File: src/rtl/modport_and.sv
// modport_and -- registered AND-reduction unit.
//
// Each non-reset clock edge samples operands a and b and registers:
//   and_vec  : bitwise a & b
//   y        : AND-reduction of a & b (1 only when every operand bit is 1)
//   ones_cnt : population count of a & b (0..WIDTH)
//   hit_cnt  : saturating count of edges that loaded y = 1
// All outputs come directly from flops; latency is one cycle.
//
// Parameters:
//   WIDTH  operand width in bits (1..16)
//   CNT_W  width of the hit counter
// Ports:
//   clk      rising-edge clock
//   reset    synchronous, active-high reset (clears all outputs)
//   a, b     WIDTH-bit operands
//   y        registered AND-reduction
//   and_vec  registered bitwise AND
//   ones_cnt registered popcount of the bitwise AND
//   hit_cnt  saturating count of y = 1 loads
module modport_and #(
  parameter int unsigned WIDTH = 2,
  parameter int unsigned CNT_W = 16
) (
  input  logic                           clk,
  input  logic                           reset,
  input  logic [WIDTH-1:0]               a,
  input  logic [WIDTH-1:0]               b,
  output logic                           y,
  output logic [WIDTH-1:0]               and_vec,
  output logic [$clog2(WIDTH+1)-1:0]     ones_cnt,
  output logic [CNT_W-1:0]               hit_cnt
);

  localparam int unsigned ONES_W = $clog2(WIDTH + 1);

  logic              y_q,    y_d;
  logic [WIDTH-1:0]  and_q,  and_d;
  logic [ONES_W-1:0] ones_q, ones_d;
  logic [CNT_W-1:0]  hit_q,  hit_d;

  always_comb begin
    and_d  = a & b;
    y_d    = &and_d;
    ones_d = '0;
    for (int unsigned i = 0; i < WIDTH; i++) begin
      ones_d = ones_d + ONES_W'(and_d[i]);
    end
    // Counter holds at all-ones instead of wrapping; an X y_d also holds it.
    hit_d = hit_q;
    if (y_d && (hit_q != '1)) begin
      hit_d = hit_q + 1'b1;
    end
  end

  always_ff @(posedge clk) begin
    if (reset) begin
      y_q    <= 1'b0;
      and_q  <= '0;
      ones_q <= '0;
      hit_q  <= '0;
    end else begin
      y_q    <= y_d;
      and_q  <= and_d;
      ones_q <= ones_d;
      hit_q  <= hit_d;
    end
  end

  assign y        = y_q;
  assign and_vec  = and_q;
  assign ones_cnt = ones_q;
  assign hit_cnt  = hit_q;

endmodule

File: config.mk
export PLATFORM = sky130hd
export DESIGN_NAME = modport_and
export DESIGN_NICKNAME = d
export VERILOG_FILES = /design/src/rtl/modport_and.sv
export SDC_FILE = /design/constraint.sdc
export NUM_CORES = 1
export LEC_CHECK = 0
export ABC_AREA = 1
export CAP_MARGIN = 20
export CORE_ASPECT_RATIO = 0.9
export CORE_MARGIN = 4
export CORE_UTILIZATION = 52
export DETAILED_ROUTE_END_ITERATION = 10
export PLACE_DENSITY = 0.93
export SETUP_SLACK_MARGIN = 0.4
export SYNTH_ARGS = -nofsm -noshare
export SYNTH_HDL_FRONTEND = slang
export SYNTH_SLANG_ARGS = --single-unit
export TNS_END_PERCENT = 100
File: constraint.sdc
create_clock -name clk -period 3.8 [get_ports clk]
set_input_delay 1.14 -clock clk [delete_from_list [all_inputs] [get_ports clk]]
set_output_delay 1.14 -clock clk [all_outputs]
set_load 0.01 [all_outputs]
==> results.py <==
metrics = {
    "cts": {
        "post_cts_buffers": 0,
        "h-tree-depth": 1,
        "tritoncts": "yes",
        "cts.sinks": 20,
        "post_cts_resized": 0,
        "cts_hold_buf": 0,
        "numCtsBuffers": 3,
        "clockRootBuffer": "clkbuf_4",
        "clk_latency_ps": 310,
        "cts_buffer_depth": 2,
        "clk_pin_slew_worst_paths_ps": 120,
    },
    "yosys": {
        "synthSimpleGateAreaFrac_pct": 49.4,
        "synth_top_family_by_area": "simple AND/OR/NAND/NOR gates",
        "ys_types": 23,
        "synth_area_um2": 1120,
        "synth_top_area_cell": "dfxtp_1",
        "synthAdderAreaFrac_pct": 2.23,
        "synth_area_per_cell_um2": 6.67,
        "synth_seq_cells": 20,
        "synth_compound_area_share_pct": 4.02,
        "synthesis.nets": 176,
        "ys.flop_type": "dfxtp_1",
        "yosys-top-cells-area": "dfxtp_1 (36%), nand2_1 (14%), nor2_1 (14%)",
        "synth_top_cell_area_share_pct": 35.7,
        "synth_xor_area_share_pct": 0,
        "synth_mux_area_share_pct": 0,
        "ys_seq_area_share_pct": 35.7,
        "syn_inst": 168,
        "synthArstFlopShare_pct": 0,
        "yosysWarningCount": 0,
        "synth_edf_count": 0,
    },
    "setup_path": {
        "path_max_fanout": 8,
        "crit_required_ps": 4020,
        "criticalPathCategory": "input pin to register",
        "crit_arrival_ps": 2710,
        "crit_path_start_kind": "input pin",
        "cp-end-kind": "register",
    },
    "timing": {
        "finalCritPeriodShare_pct": 65.6,
        "fin_tns_setup_ps": 0,
        "skew_ps": 5.01,
        "fmax_mhz": 401,
        "max_slew_margin_pct": 68.5,
        "period_minus_slack_ps": 2490,
        "rsz0062_at_grt": "false",
        "setup_viol": 0,
        "maxSlewViolCount": 0,
        "worst_pin_slew_ps": 473,
        "finalHoldViolCount": 0,
    },
    "detailed_routing": {
        "drt_wl_total_mm": 2.65,
        "drtIter0Drc": 35,
        "vias_per_cell": 5.16,
        "vias": 1135,
        "drc": 0,
        "wl_per_cell_um": 12.1,
        "antenna_left": 0,
        "firstDrtPassIters": 4,
    },
    "floorplan": {
        "start_util_pct": 56.4,
        "die-area_um2": 2960,
        "num_rows": 15,
        "die_w_um": 56.9,
        "core_um2": 1990,
        "io_pins": 27,
        "die_h_um": 52.1,
    },
    "final_layout": {
        "nNetsFinal": 204,
        "stdcell_count": 220,
        "post-route-util_pct": 72.1,
        "area_delta_synth_final_pct": 28.0,
        "final_layout_size_suffix_gt1_share_pct": 11.3,
        "n_antenna_cell": 0,
        "layout_common_cells": "nand2_1 (41), nor2_1 (41), clkdlybuf4s50_1 (26)",
        "fillers": 168,
    },
    "flow_run": {
        "maxCapViolations": 0,
    },
    "placed_design": {
        "place.port_buffers": 26,
        "hpwl_mm": 2.09,
        "globalplace.congestion": 0.867,
        "dp.cells": 216,
    },
    "power": {
        "ir_worst_vdd_uv": 317,
        "powerDensity_nw_per_um2": 291,
        "power_leakage_uw": 0.000581,
    },
    "grt": {
        "grt_use_total_pct": 20.4,
        "grt_pass1_wl_mm": 4.74,
        "grt_max_degree": 16,
        "grt_pass1_vias": 1126,
        "antenna_found_initial": 0,
        "overflow": 0,
    },
    "run_status": {
        "status": "complete, no violations",
    },
    "worst_hold_path": {
        "hold_class": "register to register",
    },
}
-- per-layer routing --
| layer | GRT usage [%] | wire (um) |
|---|---|---|
| met2 | 36.5 | 1290 |
| met4 | 8.11 | 55 |
| met3 | 5.96 | 171 |
| met5 | 0 | 0 |
| met1 | 22.7 | 1140 |
-- flip-flops by register name, indices dropped and copies added (netlist names) --
name	flops
and_vec	2
hit_cnt	16
ones_cnt	1
y	1
-- cell usage after synthesis, drive strengths merged (2+ instances only) --
cell and number:
ha 2, nand2 46, nor2 51, inv 16, nand4 2, nand3 15
dfxtp 20, a21oi 8, buf 3
-- layout make-up --
class | count | area [um2] | share of cell area (%)
Inverter | 17 | 66.3 | 4.62
Multi-Input combinational cell | 128 | 624 | 43.5
Tap cell | 25 | 31.3 | 2.18
Sequential cell | 20 | 400 | 27.9
Timing Repair Buffer | 26 | 260 | 18.1
Clock buffer | 3 | 22.5 | 1.57
Clock inverter | 1 | 30.0 | 2.09
-- critical path, cell delays in order --
cell,delay [ps]
clkdlybuf4s50_1,460
nand2_1,60
inv_1,60
ha_1,320
inv_4,110
nor2_1,120
nand2_1,60
nor2_1,150
nand3_1,100
nand2_1,90
nor2_1,50
-- final timing paths --
kind	startpoint	endpoint	slack, ps	cells after the start
worst max-delay path	b[0]	hit_cnt[15]	1310	11
worst min-delay path	hit_cnt[7]	hit_cnt[7]	540	2
worst max register to register	hit_cnt[0]	hit_cnt[15]	2130	7
worst min register to register	hit_cnt[7]	hit_cnt[7]	540	2
-- power by group --
| group | total, uW | switching, uW | internal, uW |
|---|---|---|---|
| clock network | 178 | 71.3 | 107 |
| registers | 214 | 1.65 | 212 |
| logic | 25.5 | 12.4 | 13.1 |
-- stage by stage --
step	cell area [um2]	hold WS (ps)	power, uW	setup slack (ps)
after floorplan	1120	520	232	1620
after global placement	1380	515	243	1050
after detailed placement	1380	522	244	978
after CTS	1440	538	420	1320
after global routing	1440	595	432	1080
final	1440	541	417	1310
-- logic make-up (layout without fill, tap and decap cells) --
kind of cell               Yosys count  count (layout)
DFF                                 20              20
and+or+nand+nor                    117             117
adders and majority gates            2               2
AOI/OAI and AO/OA                    9               9
buffers and inverters               20              47
(Power assumes the default switching activity.)
